File: src/rtl/ram_window_guard_pkg.sv
// Shared types and constants for ram_window_guard.
//   RESP_OKAY / RESP_DECERR : AXI response codes used by the guard
//   wr_state_e              : write-side FSM states (idle, drain W, local B)
//   rd_state_e              : read-side FSM states (idle, local error R burst)
package ram_window_guard_pkg;

    localparam logic [1:0] RESP_OKAY   = 2'b00;
    localparam logic [1:0] RESP_DECERR = 2'b11;

    typedef enum logic [1:0] {
        WR_IDLE  = 2'd0,
        WR_DRAIN = 2'd1,
        WR_RESP  = 2'd2
    } wr_state_e;

    typedef enum logic {
        RD_IDLE = 1'b0,
        RD_ERR  = 1'b1
    } rd_state_e;

endpackage

File: src/rtl/ram_window_guard_cnt.sv
// Up/down outstanding-transaction counter.
//   clk, rst : clock, synchronous active-high reset
//   inc, dec : count one request issued / one response completed
//   cnt      : current count
//   full     : cnt == MAX (no more requests may be issued)
//   zero     : cnt == 0 (nothing in flight downstream)
// An increment while full or a decrement while zero is ignored; the
// parent never issues either, the check only keeps the count in range.
module ram_window_guard_cnt #(
    parameter int unsigned MAX = 8,
    parameter int unsigned CW  = $clog2(MAX + 1)
) (
    input  logic          clk,
    input  logic          rst,
    input  logic          inc,
    input  logic          dec,
    output logic [CW-1:0] cnt,
    output logic          full,
    output logic          zero
);

    logic [CW-1:0] cnt_q, cnt_d;

    assign cnt  = cnt_q;
    assign full = (cnt_q == CW'(MAX));
    assign zero = (cnt_q == '0);

    always_comb begin
        cnt_d = cnt_q;
        // Simultaneous inc and dec cancel out.
        if (inc && !dec && !full) begin
            cnt_d = cnt_q + CW'(1);
        end else if (dec && !inc && !zero) begin
            cnt_d = cnt_q - CW'(1);
        end
    end

    always_ff @(posedge clk) begin
        if (rst) begin
            cnt_q <= '0;
        end else begin
            cnt_q <= cnt_d;
        end
    end

endmodule

File: src/rtl/ram_window_guard.sv
// AXI4 guard in front of the RAM offset wrapper.
// Transactions whose start address lies in [BASE, BASE+SIZE) pass through
// combinationally and are counted while outstanding. Transactions outside
// the window are terminated locally with DECERR: W beats are absorbed and a
// B is generated; reads return arlen+1 zero-data beats.
//   aclk, areset          : clock, synchronous active-high reset
//   wr_busy / rd_busy     : FSM not idle or transactions outstanding
//   s_axi_ram_*           : slave side (from crossbar), full AXI4
//   m_axi_ram_*           : master side (to offset wrapper), full AXI4
//   dbg_*                 : FSM states and outstanding counts for observation
// Handshakes: a beat transfers on a rising edge where valid & ready are both
// high; a valid, once raised, holds with stable payload until that transfer.
module ram_window_guard
    import ram_window_guard_pkg::*;
#(
    parameter int unsigned AXI_ADDR_WIDTH  = 32,
    parameter int unsigned AXI_DATA_WIDTH  = 64,
    parameter int unsigned AXI_ID_WIDTH    = 5,
    parameter int unsigned AXI_USER_WIDTH  = 1,
    parameter logic [63:0] BASE            = 64'h8000_0000,
    parameter logic [63:0] SIZE            = 64'h4000_0000,
    parameter int unsigned MAX_OUTSTANDING = 8
) (
    input  logic                          aclk,
    input  logic                          areset,
    output logic                          wr_busy,
    output logic                          rd_busy,
    output wr_state_e                     dbg_wr_state,
    output rd_state_e                     dbg_rd_state,
    output logic [$clog2(MAX_OUTSTANDING+1)-1:0] dbg_wcnt,
    output logic [$clog2(MAX_OUTSTANDING+1)-1:0] dbg_rcnt,
    // slave AW
    input  logic [AXI_ID_WIDTH-1:0]       s_axi_ram_awid,
    input  logic [AXI_ADDR_WIDTH-1:0]     s_axi_ram_awaddr,
    input  logic [7:0]                    s_axi_ram_awlen,
    input  logic [2:0]                    s_axi_ram_awsize,
    input  logic [1:0]                    s_axi_ram_awburst,
    input  logic                          s_axi_ram_awlock,
    input  logic [3:0]                    s_axi_ram_awcache,
    input  logic [2:0]                    s_axi_ram_awprot,
    input  logic [3:0]                    s_axi_ram_awqos,
    input  logic [3:0]                    s_axi_ram_awregion,
    input  logic [5:0]                    s_axi_ram_awatop,
    input  logic [AXI_USER_WIDTH-1:0]     s_axi_ram_awuser,
    input  logic                          s_axi_ram_awvalid,
    output logic                          s_axi_ram_awready,
    // slave W
    input  logic [AXI_DATA_WIDTH-1:0]     s_axi_ram_wdata,
    input  logic [AXI_DATA_WIDTH/8-1:0]   s_axi_ram_wstrb,
    input  logic                          s_axi_ram_wlast,
    input  logic [AXI_USER_WIDTH-1:0]     s_axi_ram_wuser,
    input  logic                          s_axi_ram_wvalid,
    output logic                          s_axi_ram_wready,
    // slave B
    output logic [AXI_ID_WIDTH-1:0]       s_axi_ram_bid,
    output logic [1:0]                    s_axi_ram_bresp,
    output logic [AXI_USER_WIDTH-1:0]     s_axi_ram_buser,
    output logic                          s_axi_ram_bvalid,
    input  logic                          s_axi_ram_bready,
    // slave AR
    input  logic [AXI_ID_WIDTH-1:0]       s_axi_ram_arid,
    input  logic [AXI_ADDR_WIDTH-1:0]     s_axi_ram_araddr,
    input  logic [7:0]                    s_axi_ram_arlen,
    input  logic [2:0]                    s_axi_ram_arsize,
    input  logic [1:0]                    s_axi_ram_arburst,
    input  logic                          s_axi_ram_arlock,
    input  logic [3:0]                    s_axi_ram_arcache,
    input  logic [2:0]                    s_axi_ram_arprot,
    input  logic [3:0]                    s_axi_ram_arqos,
    input  logic [3:0]                    s_axi_ram_arregion,
    input  logic [AXI_USER_WIDTH-1:0]     s_axi_ram_aruser,
    input  logic                          s_axi_ram_arvalid,
    output logic                          s_axi_ram_arready,
    // slave R
    output logic [AXI_ID_WIDTH-1:0]       s_axi_ram_rid,
    output logic [AXI_DATA_WIDTH-1:0]     s_axi_ram_rdata,
    output logic [1:0]                    s_axi_ram_rresp,
    output logic                          s_axi_ram_rlast,
    output logic [AXI_USER_WIDTH-1:0]     s_axi_ram_ruser,
    output logic                          s_axi_ram_rvalid,
    input  logic                          s_axi_ram_rready,
    // master AW
    output logic [AXI_ID_WIDTH-1:0]       m_axi_ram_awid,
    output logic [AXI_ADDR_WIDTH-1:0]     m_axi_ram_awaddr,
    output logic [7:0]                    m_axi_ram_awlen,
    output logic [2:0]                    m_axi_ram_awsize,
    output logic [1:0]                    m_axi_ram_awburst,
    output logic                          m_axi_ram_awlock,
    output logic [3:0]                    m_axi_ram_awcache,
    output logic [2:0]                    m_axi_ram_awprot,
    output logic [3:0]                    m_axi_ram_awqos,
    output logic [3:0]                    m_axi_ram_awregion,
    output logic [5:0]                    m_axi_ram_awatop,
    output logic [AXI_USER_WIDTH-1:0]     m_axi_ram_awuser,
    output logic                          m_axi_ram_awvalid,
    input  logic                          m_axi_ram_awready,
    // master W
    output logic [AXI_DATA_WIDTH-1:0]     m_axi_ram_wdata,
    output logic [AXI_DATA_WIDTH/8-1:0]   m_axi_ram_wstrb,
    output logic                          m_axi_ram_wlast,
    output logic [AXI_USER_WIDTH-1:0]     m_axi_ram_wuser,
    output logic                          m_axi_ram_wvalid,
    input  logic                          m_axi_ram_wready,
    // master B
    input  logic [AXI_ID_WIDTH-1:0]       m_axi_ram_bid,
    input  logic [1:0]                    m_axi_ram_bresp,
    input  logic [AXI_USER_WIDTH-1:0]     m_axi_ram_buser,
    input  logic                          m_axi_ram_bvalid,
    output logic                          m_axi_ram_bready,
    // master AR
    output logic [AXI_ID_WIDTH-1:0]       m_axi_ram_arid,
    output logic [AXI_ADDR_WIDTH-1:0]     m_axi_ram_araddr,
    output logic [7:0]                    m_axi_ram_arlen,
    output logic [2:0]                    m_axi_ram_arsize,
    output logic [1:0]                    m_axi_ram_arburst,
    output logic                          m_axi_ram_arlock,
    output logic [3:0]                    m_axi_ram_arcache,
    output logic [2:0]                    m_axi_ram_arprot,
    output logic [3:0]                    m_axi_ram_arqos,
    output logic [3:0]                    m_axi_ram_arregion,
    output logic [AXI_USER_WIDTH-1:0]     m_axi_ram_aruser,
    output logic                          m_axi_ram_arvalid,
    input  logic                          m_axi_ram_arready,
    // master R
    input  logic [AXI_ID_WIDTH-1:0]       m_axi_ram_rid,
    input  logic [AXI_DATA_WIDTH-1:0]     m_axi_ram_rdata,
    input  logic [1:0]                    m_axi_ram_rresp,
    input  logic                          m_axi_ram_rlast,
    input  logic [AXI_USER_WIDTH-1:0]     m_axi_ram_ruser,
    input  logic                          m_axi_ram_rvalid,
    output logic                          m_axi_ram_rready
);

    localparam int unsigned CNT_W = $clog2(MAX_OUTSTANDING + 1);

    // Window bounds carry one extra bit so BASE+SIZE == 2^AXI_ADDR_WIDTH works.
    localparam logic [63:0]             WIN_END = BASE + SIZE;
    localparam logic [AXI_ADDR_WIDTH:0] WIN_LO  = BASE[AXI_ADDR_WIDTH:0];
    localparam logic [AXI_ADDR_WIDTH:0] WIN_HI  = WIN_END[AXI_ADDR_WIDTH:0];

    wr_state_e                   wr_state_q, wr_state_d;
    rd_state_e                   rd_state_q, rd_state_d;
    logic [AXI_ID_WIDTH-1:0]     wid_q, wid_d, rid_q, rid_d;
    logic [7:0]                  rlen_q, rlen_d, beat_q, beat_d;

    logic aw_in_range, ar_in_range;
    logic wr_idle, rd_idle, wr_stall, rd_stall;
    logic wfull, wzero, rfull, rzero;
    logic aw_local_hs, ar_local_hs;

    assign aw_in_range = ({1'b0, s_axi_ram_awaddr} >= WIN_LO) && ({1'b0, s_axi_ram_awaddr} < WIN_HI);
    assign ar_in_range = ({1'b0, s_axi_ram_araddr} >= WIN_LO) && ({1'b0, s_axi_ram_araddr} < WIN_HI);

    assign wr_idle  = (wr_state_q == WR_IDLE);
    assign rd_idle  = (rd_state_q == RD_IDLE);
    assign wr_stall = !wr_idle || wfull;
    assign rd_stall = !rd_idle || rfull;

    // Local termination waits until nothing is in flight downstream, so the
    // locally generated response can never overtake an earlier RAM response.
    assign aw_local_hs = s_axi_ram_awvalid && !aw_in_range && wr_idle && wzero;
    assign ar_local_hs = s_axi_ram_arvalid && !ar_in_range && rd_idle && rzero;

    // Address channels.
    assign m_axi_ram_awvalid = s_axi_ram_awvalid && aw_in_range && !wr_stall;
    assign s_axi_ram_awready = aw_in_range ? (m_axi_ram_awready && !wr_stall) : (wr_idle && wzero);
    assign m_axi_ram_arvalid = s_axi_ram_arvalid && ar_in_range && !rd_stall;
    assign s_axi_ram_arready = ar_in_range ? (m_axi_ram_arready && !rd_stall) : (rd_idle && rzero);

    assign m_axi_ram_awid     = s_axi_ram_awid;
    assign m_axi_ram_awaddr   = s_axi_ram_awaddr;
    assign m_axi_ram_awlen    = s_axi_ram_awlen;
    assign m_axi_ram_awsize   = s_axi_ram_awsize;
    assign m_axi_ram_awburst  = s_axi_ram_awburst;
    assign m_axi_ram_awlock   = s_axi_ram_awlock;
    assign m_axi_ram_awcache  = s_axi_ram_awcache;
    assign m_axi_ram_awprot   = s_axi_ram_awprot;
    assign m_axi_ram_awqos    = s_axi_ram_awqos;
    assign m_axi_ram_awregion = s_axi_ram_awregion;
    assign m_axi_ram_awatop   = s_axi_ram_awatop;
    assign m_axi_ram_awuser   = s_axi_ram_awuser;
    assign m_axi_ram_arid     = s_axi_ram_arid;
    assign m_axi_ram_araddr   = s_axi_ram_araddr;
    assign m_axi_ram_arlen    = s_axi_ram_arlen;
    assign m_axi_ram_arsize   = s_axi_ram_arsize;
    assign m_axi_ram_arburst  = s_axi_ram_arburst;
    assign m_axi_ram_arlock   = s_axi_ram_arlock;
    assign m_axi_ram_arcache  = s_axi_ram_arcache;
    assign m_axi_ram_arprot   = s_axi_ram_arprot;
    assign m_axi_ram_arqos    = s_axi_ram_arqos;
    assign m_axi_ram_arregion = s_axi_ram_arregion;
    assign m_axi_ram_aruser   = s_axi_ram_aruser;
    assign m_axi_ram_wdata    = s_axi_ram_wdata;
    assign m_axi_ram_wstrb    = s_axi_ram_wstrb;
    assign m_axi_ram_wlast    = s_axi_ram_wlast;
    assign m_axi_ram_wuser    = s_axi_ram_wuser;

    ram_window_guard_cnt #(.MAX(MAX_OUTSTANDING), .CW(CNT_W)) u_wcnt (
        .clk (aclk),
        .rst (areset),
        .inc (m_axi_ram_awvalid && m_axi_ram_awready),
        .dec (m_axi_ram_bvalid && m_axi_ram_bready),
        .cnt (dbg_wcnt),
        .full(wfull),
        .zero(wzero)
    );

    ram_window_guard_cnt #(.MAX(MAX_OUTSTANDING), .CW(CNT_W)) u_rcnt (
        .clk (aclk),
        .rst (areset),
        .inc (m_axi_ram_arvalid && m_axi_ram_arready),
        .dec (m_axi_ram_rvalid && m_axi_ram_rready && m_axi_ram_rlast),
        .cnt (dbg_rcnt),
        .full(rfull),
        .zero(rzero)
    );

    // Write FSM next state.
    always_comb begin
        wr_state_d = wr_state_q;
        wid_d      = wid_q;
        case (wr_state_q)
            WR_IDLE: begin
                if (aw_local_hs) begin
                    wr_state_d = WR_DRAIN;
                    wid_d      = s_axi_ram_awid;
                end
            end
            WR_DRAIN: if (s_axi_ram_wvalid && s_axi_ram_wlast) wr_state_d = WR_RESP;
            WR_RESP:  if (s_axi_ram_bready) wr_state_d = WR_IDLE;
            default:  wr_state_d = WR_IDLE;
        endcase
    end

    // W/B steering: pass-through when idle, local drain/response otherwise.
    always_comb begin
        s_axi_ram_wready = m_axi_ram_wready;
        m_axi_ram_wvalid = s_axi_ram_wvalid;
        m_axi_ram_bready = s_axi_ram_bready;
        s_axi_ram_bvalid = m_axi_ram_bvalid;
        s_axi_ram_bid    = m_axi_ram_bid;
        s_axi_ram_bresp  = m_axi_ram_bresp;
        s_axi_ram_buser  = m_axi_ram_buser;
        if (!wr_idle) begin
            m_axi_ram_wvalid = 1'b0;
            m_axi_ram_bready = 1'b0;
            s_axi_ram_wready = (wr_state_q == WR_DRAIN);
            s_axi_ram_bvalid = (wr_state_q == WR_RESP);
            s_axi_ram_bid    = wid_q;
            s_axi_ram_bresp  = RESP_DECERR;
            s_axi_ram_buser  = '0;
        end
    end

    // Read FSM next state.
    always_comb begin
        rd_state_d = rd_state_q;
        rid_d      = rid_q;
        rlen_d     = rlen_q;
        beat_d     = beat_q;
        case (rd_state_q)
            RD_IDLE: begin
                if (ar_local_hs) begin
                    rd_state_d = RD_ERR;
                    rid_d      = s_axi_ram_arid;
                    rlen_d     = s_axi_ram_arlen;
                    beat_d     = '0;
                end
            end
            RD_ERR: begin
                if (s_axi_ram_rready) begin
                    if (beat_q == rlen_q) rd_state_d = RD_IDLE;
                    else                  beat_d     = beat_q + 8'd1;
                end
            end
            default: rd_state_d = RD_IDLE;
        endcase
    end

    always_comb begin
        m_axi_ram_rready = s_axi_ram_rready;
        s_axi_ram_rvalid = m_axi_ram_rvalid;
        s_axi_ram_rid    = m_axi_ram_rid;
        s_axi_ram_rdata  = m_axi_ram_rdata;
        s_axi_ram_rresp  = m_axi_ram_rresp;
        s_axi_ram_rlast  = m_axi_ram_rlast;
        s_axi_ram_ruser  = m_axi_ram_ruser;
        if (!rd_idle) begin
            m_axi_ram_rready = 1'b0;
            s_axi_ram_rvalid = 1'b1;
            s_axi_ram_rid    = rid_q;
            s_axi_ram_rdata  = '0;
            s_axi_ram_rresp  = RESP_DECERR;
            s_axi_ram_rlast  = (beat_q == rlen_q);
            s_axi_ram_ruser  = '0;
        end
    end

    always_ff @(posedge aclk) begin
        if (areset) begin
            wr_state_q <= WR_IDLE;
            rd_state_q <= RD_IDLE;
            wid_q      <= '0;
            rid_q      <= '0;
            rlen_q     <= '0;
            beat_q     <= '0;
        end else begin
            wr_state_q <= wr_state_d;
            rd_state_q <= rd_state_d;
            wid_q      <= wid_d;
            rid_q      <= rid_d;
            rlen_q     <= rlen_d;
            beat_q     <= beat_d;
        end
    end

    assign wr_busy      = !wr_idle || !wzero;
    assign rd_busy      = !rd_idle || !rzero;
    assign dbg_wr_state = wr_state_q;
    assign dbg_rd_state = rd_state_q;

endmodule

File: config.mk
export PLATFORM = sky130hd
export DESIGN_NAME = ram_window_guard
export DESIGN_NICKNAME = d
export VERILOG_FILES = /design/src/rtl/ram_window_guard_pkg.sv /design/src/rtl/ram_window_guard_cnt.sv /design/src/rtl/ram_window_guard.sv
export SDC_FILE = /design/constraint.sdc
export NUM_CORES = 1
export LEC_CHECK = 0
export BUFFER_PORTS_ARGS = -buffer_cell sky130_fd_sc_hd__buf_4
export CORE_AREA = 2 2 246 248
export CTS_BUF_LIST = sky130_fd_sc_hd__clkbuf_4
export DETAILED_ROUTE_END_ITERATION = 6
export DIE_AREA = 0 0 248 250
export PLACE_DENSITY_LB_ADDON = 0.08
export SLEW_MARGIN = 20
export SYNTH_ARGS = -nofsm -noshare
export SYNTH_HDL_FRONTEND = slang
export SYNTH_SLANG_ARGS = --single-unit
File: constraint.sdc
create_clock -name aclk -period 2.4 [get_ports aclk]
set_input_delay 0.12 -clock aclk [delete_from_list [all_inputs] [get_ports aclk]]
set_output_delay 0.12 -clock aclk [all_outputs]
set_load 0.01 [all_outputs]
* After elaboration in Yosys (flattened, before gate mapping) *
Cells that the tools add are included.
W data, S select, Z words.

operators by class
  bitwise operators = 1
  reductions and logical operators = 56
  magnitude comparators = 4
  add/sub/neg operators = 5
  muxes and demuxes = 32
  eq/ne operators = 11

operators by type and width
  operator                number
  $ge A32 B32 Y1 const B  2
  $lt A32 B32 Y1 const B  2
  $mux W64                1
  $logic_and A1 B1 Y1     30
  $mux W8                 3
  $mux W4                 4
  $pmux W8 S2             1
  $mux W1                 14
  $logic_not A1 Y1        13
  $mux W2                 5
  $mux W5                 2
  $add A4 B1 Y4 const B   2
  $add A8 B1 Y8 const B   1
  $eq A4 B4 Y1 const B    2
  $eq A8 B8 Y1            1
  $logic_not A4 Y1        2
  $ne A2 B2 Y1 const B    4
  $sub A4 B1 Y4 const B   2
  $pmux W2 S3             1
  $reduce_and A3 Y1       2
  $logic_or A1 B1 Y1      4
  $ne A2 B1 Y1 const B    2
  $reduce_and A2 Y1       2
  $reduce_bool A2 Y1      2
  5 further kinds         5

storage, ports and cells
  register bits after elaboration = 37
  output and inout port bits = 318
  logic and storage cells = 117

* Longest topological paths before layout *
Gate-level depths: netlist (run 1).

  depth in word-level cells = 11
  mapped depth = 10
  depth with buffers taken out = 9

* Hierarchy *
From an unflattened synthesis (run 1), not the netlist that was laid out.

second synthesis, totals
  cell total of the unflattened synthesis = 540
  area total of the unflattened synthesis = 4192.8 um^2

modules (own cells, without submodules)
  module                cells each  area each (um^2)  times used
  ram_window_guard      480         3619.7            1
  ram_window_guard_cnt  30          286.5             2

* Worst setup path after synthesis (run 1) *
Ideal clock, no wire load.

  path kind = register to register
  start = reg wr_state_q[0], in the netlist dbg_wr_state[0]
  end = reg u_wcnt.cnt_q[3], in the netlist u_wcnt.cnt[3]
  setup time = 0.116 ns
  path buffers = 1
  stages on the path, launching flop included = 11
  arrival = 2.476 ns
  clock period less this slack = 2.591 ns
  slack = -0.191 ns
  required time = 2.284 ns
  cells stage by stage = dfxtp_1 > buf_6 > or3b_4 > nor3_1 > nand2_1 > ha_1 > a21o_1 > a21oi_1 > nor3_1 > or3_1 > and3_1

between the ends
  cells in the longest elaborated chain, start to end = 10
  elaborated cells on any way between the ends = 16
  classes of those cells = 2 x mux; 14 x reduce/logical

RTL lines
  item                              line                        RTL
  start, declared                   ram_window_guard.sv:141     wr_state_e wr_state_q, wr_state_d;
  start signal, assigned            ram_window_guard.sv:308     wr_state_q <= wr_state_d;
  $logic_not A2 Y1 (*)              ram_window_guard.sv:154     assign wr_idle = (wr_state_q == WR_IDLE);
  $logic_not A1 Y1                  ram_window_guard.sv:156     assign wr_stall = !wr_idle || wfull;
  $logic_or A1 B1 Y1                ram_window_guard.sv:156
  $logic_not A1 Y1                  ram_window_guard.sv:165     assign m_axi_ram_awvalid = s_axi_ram_awvalid && aw_in_range && !wr_stall;
  $logic_and A1 B1 Y1               ram_window_guard.sv:165
  $logic_and A1 B1 Y1               ram_window_guard.sv:201     .inc (m_axi_ram_awvalid && m_axi_ram_awready),
  $logic_not A1 Y1                  ram_window_guard_cnt.sv:33  end else if (dec && !inc && !zero) begin
  $logic_and A1 B1 Y1 (2 in a row)  ram_window_guard_cnt.sv:33
  $reduce_bool A2 Y1 (no line)      --
  end signal, assigned              ram_window_guard_cnt.sv:42  cnt_q <= cnt_d;
  end, declared                     ram_window_guard_cnt.sv:22  logic [CW-1:0] cnt_q, cnt_d;

Every way passes the cells marked *; elsewhere a longest branch is shown, timed or not.
A chain may end at the register's enable or synchronous reset.

* Final worst setup path (run 1) *
  start = reg wr_state_q[1], in the netlist dbg_wr_state[1]
  end = reg u_wcnt.cnt_q[3], in the netlist u_wcnt.cnt[3]

Same word-level chain as after synthesis.

==> results.cfg, run 1 <==
[grt]
grt_pass1_vias = 3855
grt_max_degree = 81
use_met2_pct = 9.479
grt_util_met1_pct = 5.160
overflow = 0
grt_pass1_wl_um = 25430
antenna_found_initial = 1
track_usage_pct = 5.751
grtUsageMet3_pct = 3.183
grt.busiest_layer = met2

[floorplanning]
die_h_um = 250
start_util_pct = 7.072
rows = 90
dieArea_um2 = 62000
core_um2 = 59570
ioPinCount = 625
die-width_um = 248

[cells_and_area]
area_growth_pct = 41.79
drive_gt1_share_pct = 52.25
utilization_pct = 10.03
fillers = 6928
post-route-cell-area_um2 = 5973
nets = 914

[yosys]
avgSynthCellArea_um2 = 7.964
post_synth_inst_count = 529
synth_warnings = 0
ys.flop_type = dfxtp_1
ys_seq_area_share_pct = 17.58
synth_fp_nets = 843
synth_area_um2 = 4213
async_flop_share_pct = 0
synth_edf_count = 0
ys_types = 48
synth-seq-cells = 37

[power_and_ir_drop]
p_per_area_nw_per_um2 = 471.0
leakage_nw = 2.653
irDropWorstVdd_mv = 0.2233

[critical_path]
cp_data_required_time_ns = 2.73
rrSetupSlack_ns = 0.1
crit_type = reg -> reg
critPathArrivalTime_ns = 2.63
ff2ff_path_depth = 9
crit_fanout = 4
rr_startpoint = dbg_wr_state[1]$_SDFFE_PP0P_
start_kind = register
cp-end-kind = register
timing.rr.end = u_wcnt.cnt[3]$_SDFFE_PP0P_

[cts]
cts_tree = yes
path_clk_slew_ns = 0.15
cts_made_buffers = 5
clock_latency_ns = 0.41
cts.htree.levels = 2
root_buffer = clkbuf_4
clockBufferDepth = 2
cts_sinks = 37

[drt]
vias_per_cell = 2.561
drc = 0
dr_total_vias = 3544
antenna_left = 0
first_pass_iters = 4
finalWirelength_um = 18630
post_drt_wl_per_cell_um = 13.46
drtIter0Drc = 70

[timing]
hold_violations = 0
post-route-min-period_ns = 2.300
maxSlewViolCount = 0
setup_viol = 0
period_share_pct = 95.85
finClkSkew_ns = 0.02040
rsz0062_at_grt = yes
tightest_slew_ns = 0.6340
max_slew_margin_pct = 57.54
max_freq_mhz = 434.7

[placement]
postPlaceCellArea_um2 = 5575
gp_congestion = 0.6227
hpwl_um = 15280
port_buffers = 242

[worst_hold_path]
holdPathEnd = u_wcnt.cnt[2]$_SDFFE_PP0P_
hold_path_depth = 2
hp-start = areset
hp-class = in -> reg

[run]
drv_cap = 0

[run_status]
status = completed
==> cell type report <==
| class | count | area, µm² | area share (%) |
|---|---|---|---|
| Antenna cell | 1 | 2.502 | 0.04189 |
| Clock buffer | 5 | 37.54 | 0.6284 |
| Clock inverter | 3 | 68.82 | 1.152 |
| Inverter | 3 | 11.26 | 0.1885 |
| Multi-Input combinational cell | 259 | 1853 | 31.02 |
| Sequential cell | 37 | 747.0 | 12.51 |
| Tap cell | 782 | 978.4 | 16.38 |
| Timing Repair Buffer | 294 | 2275 | 38.08 |
==> sequential cells by signal, indices dropped and copies added (netlist names) <==
signal,cells
beat_q,8
rlen_q,8
rid_q,5
wid_q,5
u_rcnt.cnt,4
u_wcnt.cnt,4
dbg_wr_state,2
dbg_rd_state,1
==> cell usage after synthesis, types with 5 or more instances <==
master    number  area (µm²)
dfxtp_1       37       740.7
nand3_1        7       35.03
clkbuf_1      12       45.04
xor2_1        12       105.1
nor2_1        40       150.1
nand2b_1       7       43.79
mux2_2        10       112.6
mux2i_1       25       250.2
buf_4        214        1607
nor2b_1       69       431.7
ha_1           5       62.56
nor3_1         6       30.03
nand2_1       14       52.55
a21oi_1        6       30.03
==> per-stage QoR <==
step	worst slack [ns]	std cells	total power, mW	hold WS [ns]	TNS, ns
6_report	0.09957	1384	2.813	0.05751	0
3_5_place_dp	0.07798	1351	2.190	0.2401	0
2_1_floorplan	0.01240	529	1.712	0.2639	0
3_3_place_gp	0.05489	1351	2.225	0.2401	0
5_1_grt	-0.004912	1384	3.046	0.02562	-0.004912
4_1_cts	0.1050	1381	2.910	0.008788	0
==> power by group <==
| part | internal, mW | total, mW | switching (mW) | leakage (nW) |
|---|---|---|---|---|
| clock | 0.327 | 0.635 | 0.307 | 0.0558 |
| combinational | 0.769 | 1.47 | 0.698 | 2.29 |
| sequential | 0.670 | 0.711 | 0.0410 | 0.303 |
| total | 1.77 | 2.81 | 1.05 | 2.65 |
==> layer usage <==
layer / wire (µm) / share of wire [%] / vias up
met2: 8927 / 48 / 252
met1: 6031 / 32 / 1563
met5: 0 / 0 / -
li1: - / - / 1629
met3: 2450 / 13 / 100
met4: 1222 / 6.6 / 0
==> how the worst max path moves through the flow <==
stage / from / to / slack [ns] / cells past startpoint
CTS: dbg_wr_state[0]$_SDFFE_PP0P_ / u_wcnt.cnt[3]$_SDFFE_PP0P_ / 0.10 / 9
floorplan: u_rcnt.cnt[0]$_SDFFE_PP0P_ / u_rcnt.cnt[3]$_SDFFE_PP0P_ / 0.01 / 9
global route: dbg_wr_state[1]$_SDFFE_PP0P_ / u_wcnt.cnt[3]$_SDFFE_PP0P_ / -0.005 / 9
global placement: u_rcnt.cnt[0]$_SDFFE_PP0P_ / u_rcnt.cnt[3]$_SDFFE_PP0P_ / 0.05 / 9
finish: dbg_wr_state[1]$_SDFFE_PP0P_ / u_wcnt.cnt[3]$_SDFFE_PP0P_ / 0.1 / 9
detailed placement: dbg_wr_state[0]$_SDFFE_PP0P_ / u_wcnt.cnt[3]$_SDFFE_PP0P_ / 0.08 / 9
==> repair_timing <==
action                                  in CTS  in global routing
endpoints found under the setup margin       0                  3
hold buffers                                22                  0
hold endpoints to repair                    21                  0
buffers inserted                             0                  2
resized for setup                            0                  9
==> worst max-delay path, stage by stage, from the launching register on <==
cell and delay [ns]:
dfxtp_2 0.35, or3b_4 0.41, nor3_4 0.22, nand2_2 0.12, ha_4 0.27, a21o_1 0.14
a21oi_4 0.08, and3_4 0.15, or3_1 0.33, and3_1 0.16
==> cell families after synthesis <==
kind of cell	count (synthesis)	share of synthesized area, %
compound gates	24	3.594
xor+xnor	15	3.119
fa+ha+maj	7	2.435
buf+inv	233	40.07
flops	37	17.58
mux	37	9.207
simple gates	176	24.00
==> cell usage in the layout, fill, tap and decap left out, types with 4 or more instances in the layout <==
cell and n:
dlygate4sd3_1 22, dfxtp_1 34, mux2_2 10, a31oi_1 4
ha_1 4, clkbuf_4 5, or3_1 4, o21ai_0 4
nand2b_1 7, mux2i_1 25, buf_4 271, nand3_1 7
nor2_1 40, and2_1 4, xor2_1 12, nand2_1 13
a21oi_1 5, nor2b_1 69
Note: power is estimated with default switching activity, not from simulation.
==> run 2, diff against run 1 <==
--- a/config.mk
+++ b/config.mk
@@ -6,12 +6,13 @@
 export NUM_CORES = 1
 export LEC_CHECK = 0
 export BUFFER_PORTS_ARGS = -buffer_cell sky130_fd_sc_hd__buf_4
-export CORE_AREA = 2 2 246 248
+export CORE_AREA = 2 2 245 247
 export CTS_BUF_LIST = sky130_fd_sc_hd__clkbuf_4
 export DETAILED_ROUTE_END_ITERATION = 6
-export DIE_AREA = 0 0 248 250
-export PLACE_DENSITY_LB_ADDON = 0.08
+export DIE_AREA = 0 0 247 249
+export PLACE_DENSITY_LB_ADDON = 0.3
 export SLEW_MARGIN = 20
 export SYNTH_ARGS = -nofsm -noshare
 export SYNTH_HDL_FRONTEND = slang
+export SYNTH_HIERARCHICAL = 1
 export SYNTH_SLANG_ARGS = --single-unit
==> results.cfg, run 2 <==
[run_status]
status = completed

[cells_and_area]
final_cell_mix = buf_4, nor2b_1, nand2_1, dfxtp_1
final_common_cell = buf_4
area_growth_pct = 42.05
register_area_um2 = 758.2
fillers = 6835
top_regs = beat_q: 8 flops, rlen_q: 8 flops
multi_input_area_um2 = 1869
utilization_pct = 10.15
drive_gt1_share_pct = 54.17
nets = 924

[critical_path]
critPathArrivalTime_ns = 2.71
crit_type = reg -> reg
crit_chain = nor3_2, and2_4, nor3_4, and2_4, or2b_1, or2_4, ha_4, a21o_1, a21oi_2, mux4_2, nor2_2
cp_num_buf_inv = 0
cp_slowest_cell = dfxtp_4
crit_fanout = 4
critical_path.top_delay_family = simple AND/OR/NAND/NOR gates
start_kind = register
cp_slowest_stage_delay_ns = 0.37
cp-end-kind = register
cp_data_required_time_ns = 2.73
cpMostUsedCell = and2_4

[drt]
vias_per_cell = 2.590
first_pass_iters = 4
finalWirelength_um = 19030
drtIter0Drc = 152
m1WireLength_um = 7899
drc = 0
wl_met2_um = 7713
met3_length_um = 2429
routed.top_layer = met4
dr_total_vias = 3590
antenna_left = 0
post_drt_wl_per_cell_um = 13.73

[power_and_ir_drop]
clkPwrFrac_pct = 18.0
p_sw_share_pct = 39.46
internal_power_mw = 1.430
irDropWorstVdd_mv = 0.1774
p_sw_mw = 0.9324
combinationalPowerShare_pct = 53.3
p_per_area_nw_per_um2 = 396.7
power_mw = 2.363
leakage_nw = 2.437
sequentialPowerShare_pct = 28.8

[timing]
max_slew_margin_pct = 68.95
setup_viol = 0
tightest_slew_ns = 0.4657
finClkSkew_ns = 0.03098
hold_violations = 0
finalSetupTns_ns = 0
period_share_pct = 99.19
timing.final.ws_setup_ns = 0.01955
maxSlewViolCount = 0
whs_ns = 0.1011
rsz0062_at_grt = yes
post-route-min-period_ns = 2.380
max_freq_mhz = 420.1

[cts]
cts.htree.levels = 2
cts_made_buffers = 5
path_clk_slew_ns = 0.17
clock_latency_ns = 0.41
root_buffer = clkbuf_4
cts_sinks = 37
clockBufferDepth = 2
cts_tree = yes

[grt]
grt_max_degree = 49
track_usage_pct = 5.780
overflow = 0
grt_pass1_vias = 3628
grt_pass1_wl_um = 25430
antenna_found_initial = 2

[floorplanning]
rows = 89
die-width_um = 247
core_um2 = 58690
dieArea_um2 = 61500
start_util_pct = 7.145
ioPinCount = 625
die_h_um = 249

[yosys]
synth_fp_nets = 854
ys_seq_area_share_pct = 17.67
async_flop_share_pct = 0
yosys.area.top_type = buf_4
ys_types = 44
synth_top_cells_by_count = buf_4, nor2b_1, nand2_1
synth_warnings = 6
yosysMostFrequentCell = buf_4
synth_edf_count = 0
post_synth_inst_count = 540
synth_top_cell_area_share_pct = 38.32
avgSynthCellArea_um2 = 7.764
synth-seq-cells = 37
ys.flop_type = dfxtp_1
synth_area_um2 = 4193
synth_area_leaders = buf_4, dfxtp_1, nor2b_1, nand2_1, xnor2_1

[placement]
pre_cts_ws_ns = -0.06228
port_buffers = 242
gp_congestion = 0.7593
hpwl_um = 15650

[worst_hold_path]
hp-class = in -> reg

[run]
drv_cap = 0
-- run 2: cell types whose count changed after synthesis, moves of 4 or more --
cell	previous run	this run
a21oi_1	6	22
a31oi_1	4	0
nand2_1	14	41
nor2_1	40	24
mux2i_1	25	6
xor2_1	12	2
xnor2_1	3	16
-- run 2: routing by layer --
| metal | global-route usage [%] | vias to the layer above |
|---|---|---|
| met5 | 0 | - |
| met4 | 3.442 | 0 |
| met1 | 7.097 | 1619 |
| met2 | 7.619 | 241 |
| li1 | - | 1658 |
| met3 | 3.372 | 72 |
-- run 2: worst reg2reg max path: cells and delay by family, from the launching register on --
kind,cells,cell delay (ns)
adders and majority gates,1,0.21
and+or+nand+nor,7,1.15
DFF,1,0.37
AOI/OAI and AO/OA,2,0.30
muxes,1,0.31
-- run 2: final timing paths --
path	startpoint	depth (start not counted)	to	slack, ns
min reg2reg	rid_q[1]$_SDFFE_PP0P_	2	rid_q[1]$_SDFFE_PP0P_	0.47
min	areset	2	u_rcnt/cnt[0]$_SDFFE_PP0P_	0.10
max	u_wcnt/cnt[0]$_SDFFE_PP0P_	11	u_wcnt/cnt[3]$_SDFFE_PP0P_	0.02
max reg2reg	u_wcnt/cnt[0]$_SDFFE_PP0P_	11	u_wcnt/cnt[3]$_SDFFE_PP0P_	0.02
-- run 2: cells by family after synthesis --
logic type	share of synthesized area [%]
buffers and inverters	40.08
AND/OR/NAND/NOR	24.89
AO/OA/AOI/OAI	5.431
flip-flops	17.67
multiplexers	5.730
XOR/XNOR	3.760
adder cells (fa/ha/maj)	2.447
-- run 2: final cells by class --
type                       instances  area share [%]
multi-input combinational        270           31.39
clock inverter                     3          0.3361
timing repair buffer             295           38.53
sequential                        37           12.73
clock buffer                       5          0.6303
inverter                           1         0.06303
antenna                            2         0.08403
tap                              773           16.24
-- run 2: what timing repair did --
item | in CTS | in global routing
hold endpoints to repair | 21 | 0
gates resized for setup | 7 | 2
hold buffers | 22 | 0
pin swaps | 3 | 7
setup buffers | 1 | 0
setup endpoints to repair | 7 | 4
-- run 2: metrics by stage --
stage,instances,area (µm²)
finish,1386,5956
global route,1385,5953
CTS,1384,5939
detailed placement,1353,5632
global placement,1353,5632
floorplan,540,4318
-- run 2: power groups by stage --
stage / clock, mW / sequential (mW) / combinational [mW]
after floorplan: 0 / 0.700 / 0.891
after global placement: 0 / 0.693 / 1.25
after detailed placement: 0 / 0.693 / 1.25
final: 0.425 / 0.680 / 1.26
after CTS: 0.491 / 0.680 / 1.29
after global routing: 0.505 / 0.686 / 1.37
